$ cat src/rtl/riscv_pkg.sv
// Shared RV32I definitions: opcode classes, controller states, instruction classes.
package riscv_pkg;

  localparam int unsigned XLEN     = 32;
  localparam int unsigned OPC_W    = 5;
  localparam int unsigned OPCODE_W = 7;

  // Opcode class field inst[6:2]
  localparam logic [OPC_W-1:0] OPC_OP     = 5'b01100;
  localparam logic [OPC_W-1:0] OPC_OP_IMM = 5'b00100;
  localparam logic [OPC_W-1:0] OPC_LOAD   = 5'b00000;
  localparam logic [OPC_W-1:0] OPC_STORE  = 5'b01000;
  localparam logic [OPC_W-1:0] OPC_BRANCH = 5'b11000;
  localparam logic [OPC_W-1:0] OPC_JAL    = 5'b11011;
  localparam logic [OPC_W-1:0] OPC_JALR   = 5'b11001;
  localparam logic [OPC_W-1:0] OPC_LUI    = 5'b01101;
  localparam logic [OPC_W-1:0] OPC_AUIPC  = 5'b00101;

  // inst[1:0] marker for 32-bit encodings
  localparam logic [1:0] INST_LEN32 = 2'b11;

  typedef enum logic [2:0] {
    ST_BOOT   = 3'd0,
    ST_FETCH  = 3'd1,
    ST_DECODE = 3'd2,
    ST_EXEC   = 3'd3,
    ST_MEM    = 3'd4,
    ST_WB     = 3'd5
  } ctrl_state_e;

  typedef enum logic [3:0] {
    CLS_NONE   = 4'd0,
    CLS_OP     = 4'd1,
    CLS_OP_IMM = 4'd2,
    CLS_LOAD   = 4'd3,
    CLS_STORE  = 4'd4,
    CLS_BRANCH = 4'd5,
    CLS_JAL    = 4'd6,
    CLS_JALR   = 4'd7,
    CLS_LUI    = 4'd8,
    CLS_AUIPC  = 4'd9
  } inst_class_e;

endpackage

$ cat src/rtl/inst_class.sv
// Combinational opcode classifier: maps the low opcode bits of an instruction to {class, legal}.
module inst_class
  import riscv_pkg::*;
(
  input  logic [OPCODE_W-1:0] i_opcode,
  output inst_class_e         o_class_c,
  output logic                o_legal_c
);

  logic [OPC_W-1:0] w_opc;
  logic             w_len32;

  assign w_opc   = i_opcode[OPCODE_W-1:2];
  assign w_len32 = (i_opcode[1:0] == INST_LEN32);

  // Class lookup; anything that is not a 32-bit encoding of a known class is illegal
  always_comb begin
    o_class_c = CLS_NONE;
    o_legal_c = 1'b0;
    case (w_opc)
      OPC_OP:     o_class_c = CLS_OP;
      OPC_OP_IMM: o_class_c = CLS_OP_IMM;
      OPC_LOAD:   o_class_c = CLS_LOAD;
      OPC_STORE:  o_class_c = CLS_STORE;
      OPC_BRANCH: o_class_c = CLS_BRANCH;
      OPC_JAL:    o_class_c = CLS_JAL;
      OPC_JALR:   o_class_c = CLS_JALR;
      OPC_LUI:    o_class_c = CLS_LUI;
      OPC_AUIPC:  o_class_c = CLS_AUIPC;
      default:    o_class_c = CLS_NONE;
    endcase
    if (!w_len32) begin
      o_class_c = CLS_NONE;
    end
    o_legal_c = (o_class_c != CLS_NONE);
  end

endmodule

$ cat src/rtl/multicycle_ctrl.sv
// Multi-cycle RV32I control sequencer: owns PC and IR, handshakes with imem/dmem, issues rd write strobe.
module multicycle_ctrl
  import riscv_pkg::*;
#(
  parameter logic [XLEN-1:0] RESET_PC = 32'h0000_0000
) (
  input  logic            i_clk,
  input  logic            i_reset,
  output logic [XLEN-1:0] o_pc,
  output logic            o_imem_req,
  output logic [XLEN-1:0] o_imem_addr,
  input  logic            i_imem_ack,
  input  logic [XLEN-1:0] i_imem_rdata,
  output logic [XLEN-1:0] o_inst,
  input  logic [XLEN-1:0] i_pc_next,
  output logic            o_dmem_req,
  output logic            o_dmem_we,
  input  logic            i_dmem_ack,
  output logic            o_rd_we,
  output logic            o_illegal,
  output logic [2:0]      o_state
);

  localparam logic [XLEN-1:0] PC_STEP = XLEN'(4);

  ctrl_state_e     r_state;
  ctrl_state_e     w_state_next;
  logic [XLEN-1:0] r_pc;
  logic [XLEN-1:0] w_pc_next;
  logic [XLEN-1:0] r_inst;
  logic [XLEN-1:0] w_inst_next;
  inst_class_e     w_cls;
  logic            w_legal;
  logic            r_imem_req;
  logic            r_dmem_req;
  logic            r_dmem_we;
  logic            r_rd_we;
  logic            r_illegal;

  // IR loads only on a fetch acknowledge; otherwise it holds for the whole instruction
  assign w_inst_next = ((r_state == ST_FETCH) && i_imem_ack) ? i_imem_rdata : r_inst;

  // Classify the IR's next value so the illegal strobe can be registered on entry to DECODE;
  // outside the fetch-ack edge this is the current IR
  inst_class u_inst_class (
    .i_opcode  (w_inst_next[OPCODE_W-1:0]),
    .o_class_c (w_cls),
    .o_legal_c (w_legal)
  );

  // State register
  always_ff @(posedge i_clk or posedge i_reset) begin
    if (i_reset) begin
      r_state <= ST_BOOT;
    end else begin
      r_state <= w_state_next;
    end
  end

  // Next-state and PC update
  always_comb begin
    w_state_next = r_state;
    w_pc_next    = r_pc;
    case (r_state)
      ST_BOOT: begin
        w_state_next = ST_FETCH;
      end
      ST_FETCH: begin
        if (i_imem_ack) begin
          w_state_next = ST_DECODE;
        end
      end
      ST_DECODE: begin
        if (w_legal) begin
          w_state_next = ST_EXEC;
        end else begin
          w_pc_next    = r_pc + PC_STEP;
          w_state_next = ST_FETCH;
        end
      end
      ST_EXEC: begin
        case (w_cls)
          CLS_LOAD, CLS_STORE: w_state_next = ST_MEM;
          CLS_BRANCH: begin
            w_pc_next    = i_pc_next;
            w_state_next = ST_FETCH;
          end
          default: w_state_next = ST_WB;
        endcase
      end
      ST_MEM: begin
        if (i_dmem_ack) begin
          if (w_cls == CLS_STORE) begin
            w_pc_next    = i_pc_next;
            w_state_next = ST_FETCH;
          end else begin
            w_state_next = ST_WB;
          end
        end
      end
      ST_WB: begin
        w_pc_next    = i_pc_next;
        w_state_next = ST_FETCH;
      end
      default: begin
        w_state_next = ST_BOOT;
      end
    endcase
  end

  // PC, IR and Moore strobes, registered from the state being entered
  always_ff @(posedge i_clk or posedge i_reset) begin
    if (i_reset) begin
      r_pc       <= RESET_PC;
      r_inst     <= '0;
      r_imem_req <= 1'b0;
      r_dmem_req <= 1'b0;
      r_dmem_we  <= 1'b0;
      r_rd_we    <= 1'b0;
      r_illegal  <= 1'b0;
    end else begin
      r_pc       <= w_pc_next;
      r_inst     <= w_inst_next;
      r_imem_req <= (w_state_next == ST_FETCH);
      r_dmem_req <= (w_state_next == ST_MEM);
      r_dmem_we  <= (w_state_next == ST_MEM) && (w_cls == CLS_STORE);
      r_rd_we    <= (w_state_next == ST_WB);
      r_illegal  <= (w_state_next == ST_DECODE) && !w_legal;
    end
  end

  assign o_pc        = r_pc;
  assign o_imem_addr = r_pc;
  assign o_inst      = r_inst;
  assign o_imem_req  = r_imem_req;
  assign o_dmem_req  = r_dmem_req;
  assign o_dmem_we   = r_dmem_we;
  assign o_rd_we     = r_rd_we;
  assign o_illegal   = r_illegal;
  assign o_state     = r_state;

endmodule

$ cat config.mk
export PLATFORM = sky130hd
export DESIGN_NAME = multicycle_ctrl
export DESIGN_NICKNAME = d
export VERILOG_FILES = /design/src/rtl/riscv_pkg.sv /design/src/rtl/inst_class.sv /design/src/rtl/multicycle_ctrl.sv
export SDC_FILE = /design/constraint.sdc
export NUM_CORES = 1
export LEC_CHECK = 0
export CAP_MARGIN = 0
export CORE_MARGIN = 8
export CORE_UTILIZATION = 35
export CTS_BUF_LIST = sky130_fd_sc_hd__clkbuf_16
export CTS_CLUSTER_DIAMETER = 120
export CTS_CLUSTER_SIZE = 25
export DETAILED_ROUTE_END_ITERATION = 16
export DONT_BUFFER_PORTS = 1
export PLACE_DENSITY = 0.56
export SYNTH_ARGS = -nofsm -noshare
export SYNTH_HDL_FRONTEND = slang
export SYNTH_SLANG_ARGS = --single-unit
$ cat constraint.sdc
create_clock -name i_clk -period 2.4 [get_ports i_clk]
set_input_delay 0.12 -clock i_clk [delete_from_list [all_inputs] [get_ports i_clk]]
set_output_delay 0.12 -clock i_clk [all_outputs]
set_load 0.005 [all_outputs]
## After elaboration in Yosys (flattened, before gate mapping)

Memory sizes are Yosys's and may differ from the RTL's.
Cells that the tools add are included.

| storage, ports and cells | value |
|---|---|
| register bits | 72 |
| ROM bits | 128 |
| input port bits | 68 |
| output and inout port bits | 104 |
| logic and storage cells | 51 |
| memories | 1 |

Memory list:

| name | depth | width | rd ports | clocked after memory_dff | write ports | line | source |
|---|---|---|---|---|---|---|---|
| (no name shown) | 32 | 4 | 1 | 0 | 0 | inst_class.sv:20 | `case (w_opc)` |

| cells by class | value |
|---|---|
| add/subtract/negate cells | 1 |
| eq/ne operators | 17 |
| muxes and demuxes | 13 |
| reduce and logical (&&, ||, !) cells | 10 |

Operator list:

| operator | count |
|---|---|
| two-way mux 32 bit | 4 |
| case mux 32 bit (4 select lines) | 1 |
| adder 32 x 3 -> 32 bit, second input constant | 1 |
| case mux 3 bit (5 select lines) | 1 |
| == test 3 bit, second input constant | 4 |
| == test 3 x 2 -> 1 bit, second input constant | 3 |
| two-way mux 3 bit | 3 |
| == test 4 x 3 -> 1 bit, second input constant | 2 |
| != test 2 bit, second input constant | 4 |
| nonzero test 4 bit | 2 |
| two-way mux 7 bit | 1 |
| == test 3 x 1 -> 1 bit, second input constant | 2 |
| case mux 3 bit (2 select lines) | 1 |
| AND reduction 5 bit | 1 |
| == test 4 x 2 -> 1 bit, second input constant | 1 |
| two-way mux 4 bit | 1 |
| OR reduction 2 bit | 2 |
| logical AND 1 bit | 3 |
| zero test 3 bit | 1 |
| == test 2 bit, second input constant | 1 |
| two-way mux 2 bit | 1 |
| zero test 1 bit | 1 |

## Logic depth before layout (Yosys ltp)

| logic depth | value |
|---|---|
| depth after elaboration | 11 |
| gate-level depth with buffers | 9 |
| gate-level depth less buffers | 7 |

## By module

A second synthesis with hierarchy kept.

| unflattened totals | value |
|---|---|
| cell total of the unflattened synthesis | 395 |
| area total of the unflattened synthesis | 3938.8 um^2 |

Modules (own cells, without submodules):

| module | times used | cells an instance | area an instance (um^2) | seq. area each (um^2) |
|---|---|---|---|---|
| multicycle_ctrl | 1 | 372 | 3797.4 | 1801.7 |
| inst_class | 1 | 23 | 141.4 | 0.0 |

## Least setup slack after synthesis

OpenSTA, ideal clock, no wires.

| timing | value |
|---|---|
| kind | register -> register |
| from | register r_state[1], in the netlist o_state[1] |
| to | register r_pc[20], in the netlist o_imem_addr[20] |
| setup time | 0.078 ns |
| arrival | 1.854 ns |
| required time | 2.322 ns |
| setup slack | 0.468 ns |
| cell stages (with the launch flop) | 9 |
| path buffers | 3 |
| period minus slack after synthesis | 1.932 ns |
| path through | dfrtp_1 -> nor4bb_1 -> buf_6 -> a21oi_1 -> a211o_1 -> and2_1 -> buf_6 -> buf_6 -> a21oi_1 |

| on the way | value |
|---|---|
| cells in the longest elaborated chain, start to end | 8 |
| elaborated cells between the ends (all ways) | 20 |
| classes of those cells | eq/ne: 12; mux: 3; reduce/logical: 4; memory: 1 |

RTL lines:

| what | line | source |
|---|---|---|
| start, declared | multicycle_ctrl.sv:26 | `ctrl_state_e r_state;` |
| start signal, assigned | multicycle_ctrl.sv:56 | `r_state <= w_state_next;` |
| == test 3 x 1 -> 1 bit | multicycle_ctrl.sv:41 | `assign w_inst_next = ((r_state == ST_FETCH) && i_imem_ack) ? i_imem_rdata : r_inst;` |
| logical AND 1 bit | multicycle_ctrl.sv:41 |  |
| two-way mux 7 bit | multicycle_ctrl.sv:41 |  |
| memory (32 x 4 bit) or == test 2 bit (tied branches) | n/a |  |
| two-way mux 4 bit | inst_class.sv:32 | `if (!w_len32) begin` |
| == test 4 x 3 -> 1 bit, or another cell as far along | multicycle_ctrl.sv:82 | `case (w_cls)` |
| != test 2 bit (no line) | n/a |  |
| AND reduction 5 bit (no line) | n/a |  |
| end signal, assigned | multicycle_ctrl.sv:122 | `r_pc <= w_pc_next;` |
| end, declared | multicycle_ctrl.sv:28 | `logic [XLEN-1:0] r_pc;` |

Several ways; a longest one is shown, not always the timed one.
A chain may end at the register's enable or synchronous reset.

## Worst setup path in the final report

| timing | value |
|---|---|
| from | register r_state[1], in the netlist o_state[1] |
| to | register r_imem_req, in the netlist o_imem_req |

| on the way | value |
|---|---|
| cells in the longest elaborated chain, start to end | 10 |
| elaborated cells between the ends (all ways) | 24 |
| classes of those cells | eq/ne: 10; mux: 8; reduce/logical: 5; memory: 1 |

RTL lines:

| what | line | source |
|---|---|---|
| == test 3 x 1 -> 1 bit | multicycle_ctrl.sv:41, multicycle_ctrl.sv:64 |  |
| logical AND 1 bit | multicycle_ctrl.sv:41 |  |
| two-way mux 7 bit | multicycle_ctrl.sv:41 |  |
| memory (32 x 4 bit) or == test 2 bit (tied branches) | n/a |  |
| two-way mux 4 bit | inst_class.sv:32 |  |
| == test 4 x 3 -> 1 bit or == test 4 x 2 -> 1 bit (tied branches) | multicycle_ctrl.sv:82 |  |
| OR reduction 2 bit | multicycle_ctrl.sv:82 |  |
| case mux 3 bit (2 select lines) | multicycle_ctrl.sv:82 |  |
| case mux 3 bit (5 select lines) (*) | multicycle_ctrl.sv:64 | `case (r_state)` |
| net w_state_next[0] | multicycle_ctrl.sv:27 | `ctrl_state_e w_state_next;` |
| == test 3 x 1 -> 1 bit (*) | multicycle_ctrl.sv:124 | `r_imem_req <= (w_state_next == ST_FETCH);` |
| end signal, assigned | multicycle_ctrl.sv:124 |  |
| end, declared | multicycle_ctrl.sv:34 | `logic r_imem_req;` |

Mark *: on every way through the listed nets, which the timed path passes. The rest lies on a longest branch.

==> flow_summary.toml <==
[floorplan]
ios = 172
initial_core_util_pct = 35.3
die_h_um = 122
num_rows = 39
coreArea_um2 = 11200
die_x_um = 122
die-area_um2 = 15000

[clocking]
ctsResizeCount = 0
root_buffer = "clkbuf_16"
cts_sinks = 72
clock_insertion_delay_worst_skew_ns = 0.33
cts_buffers = 9
cts_tree = "done"
clk_transition_reported_paths_ns = 0.06
cts_buffer_depth = 2
htreeDepth = 3

[final_layout]
final_util_pct = 42.1
antenna_cells = 0
mostFrequentLayoutCells = "128 x nand2_1, 72 x dfrtp_1, 42 x dlygate4sd3_1"
final_cells = 638
layout-drive-gt1-share_pct = 9.70
syn2layout_area_growth_pct = 19.4
final_nets = 561
layout_commonest_cell = "nand2_1"

[synth]
syn_inst = 473
synth.ff_latch_count = 72
synth_warnings = 0
synth_cell_types = 49
ys.flop_type = "dfrtp_1"
synth_fp_nets = 542
syn_area_per_cell_um2 = 8.37
synth_seq_area_share_pct = 45.5
synth_edf_count = 0
async_reset_ff_share_pct = 100
netlist_area_um2 = 3960

[run]
cap_violations = 0

[timing]
worst_slew_pin_slew_ns = 0.743
rsz0062_at_grt = "false"
fin_ws_ns = 0.220
clock_skew_ns = 0.0101
fin_setup_tns_ns = 0
slew_headroom_pct = 50.4
final.period_utilization_pct = 90.8
drv_slew = 0
post-route-min-period_ns = 2.18
setup-violations-final = 0
hold_viol = 0
clock.fmax_ghz = 0.459

[place]
dp_hpwl_um = 8730
dp_slack_ns = 0.221
place.gp.congestion = 0.826
dp.cells = 582
port_buffers = 0

[pwr]
vdd_drop_max_mv = 0.541
p_per_area_nw_per_um2 = 1320
p_leak_nw = 2.04
power_mw = 6.23

[global_routing]
grt_pass1_wl_um = 18900
grt_antenna_before_repair = 0
gr-total-overflow = 0
grt_util_all_layers_pct = 15.9
grt_pass1_vias = 3588
grt_max_degree = 63

[worst_setup_path]
arrival_ns = 2.39
path_cells = "nor4bb_4 -> buf_4 -> mux2i_1 -> o21ai_0 -> nand2_1 -> nand2_1 -> nor3b_1"
crit_path_frequent_cell = "nand2_1"
worst_ep_required_time_ns = 2.61
cp-end-kind = "flip-flop"
critPathBufInv = 1
slowest_stage = "dfrtp_1"
critPathMaxStageDelay_ns = 0.49
cp_max_fo = 32
worstSetupStartpointType = "flip-flop"
cpLargestDelayFamily = "simple AND/OR/NAND/NOR gates"
critPathKind = "flip-flop to flip-flop"

[run_status]
outcome = "finished clean"

[route]
first_pass_iters = 5
ant_nets = 0
vias = 3539
wl_um = 12200
wl_per_cell_um = 19.1
drt_iter0_markers = 335
via_per_inst = 5.55
drc = 0

[worst_hold_path]
worstHoldPathType = "input pin to flip-flop"
synth_stat cells, drive strengths merged, types with 2 or more instances:
library cell	count	area, µm²
and4	3	26.3
nand3	18	95.1
nand2	128	480
or4	2	15.0
and3	4	25.0
inv	7	26.3
o22ai	15	93.8
buf	40	304
a211oi	2	15.0
nand3b	4	30.0
nor2	15	56.3
o211ai	2	15.0
nand4	6	37.5
a21oi	28	144
o31ai	4	30.0
o22a	2	17.5
nand4bb	4	45.0
nor2b	4	25.0
nor3	8	40.0
dfrtp	72	1800
nor3b	3	22.5
and2	2	12.5
o21ai	36	180
mux2	2	22.5
nor4	3	18.8
a2bb2oi	2	17.5
a31oi	24	150
clkbuf	17	63.8
where the power goes:
group | internal, mW | switching [mW]
Clock | 0.890 | 0.481
Combinational | 0.887 | 1.31
Sequential | 1.80 | 0.856
registers in the layout, indices dropped and copies added, names as in the netlist:
| name | flops |
|---|---|
| o_dmem_req | 1 |
| o_dmem_we | 1 |
| o_illegal | 1 |
| o_imem_addr | 32 |
| o_imem_req | 1 |
| o_inst | 32 |
| o_rd_we | 1 |
| o_state | 3 |
through the flow:
stage	hold WS, ns	cell area [µm²]
2_1_floorplan	0.225	3960
3_3_place_gp	0.168	4010
3_5_place_dp	0.168	4010
4_1_cts	0.00178	4730
5_1_grt	0.0366	4730
6_report	0.0223	4730
final timing paths:
kind	startpoint	to	slack, ns	cells past startpoint
min reg2reg	o_inst[12]	o_inst[12]	0.51	2
min in group asynchronous	i_reset	o_imem_addr[3]	0.38	2
min	i_pc_next[4]	o_imem_addr[4]	0.02	2
max	o_state[1]	o_imem_req	0.22	7
max reg2reg	o_state[1]	o_imem_req	0.22	7
max in group asynchronous	i_reset	o_state[2]	1.34	3
worst register-to-register path: cells and delay by family (launching register included):
kind	cells	cell delay [ns]
AO/OA/AOI/OAI	1	0.14
buffers and inverters	1	0.38
flip-flops	1	0.49
multiplexers	1	0.31
AND/OR/NAND/NOR	4	0.76
kinds of logic (layout without fill, tap and decap cells):
family	count (synthesis)	in the layout	synth area share, %
multiplexers	3	3	0.822
AO/OA/AOI/OAI	123	123	18.5
AND/OR/NAND/NOR	210	210	24.9
flip-flops	72	72	45.5
adder cells (fa/ha/maj)	1	1	0.316
buffers and inverters	64	86	9.96
final cells by class:
| cell class | count | area [µm²] |
|---|---|---|
| multi-input cells | 337 | 1790 |
| inverters | 7 | 26.3 |
| well taps | 143 | 179 |
| clock buffers | 9 | 225 |
| fillers | 1116 | 6500 |
| clock inverters | 5 | 73.8 |
| flip-flops and latches | 72 | 1800 |
| repair buffers | 65 | 631 |
metal layers:
layer  track usage, %  wire length [µm]
met3             7.04              1490
met4             5.79               124
met5                0                 0
met2             24.9              5570
met1             19.1              4990
what timing repair did:
action,CTS,global route
hold endpoints to repair,71,0
hold buffers,42,0
buffers inserted,0,0
setup endpoints to repair,0,0
(Power assumes the default switching activity.)
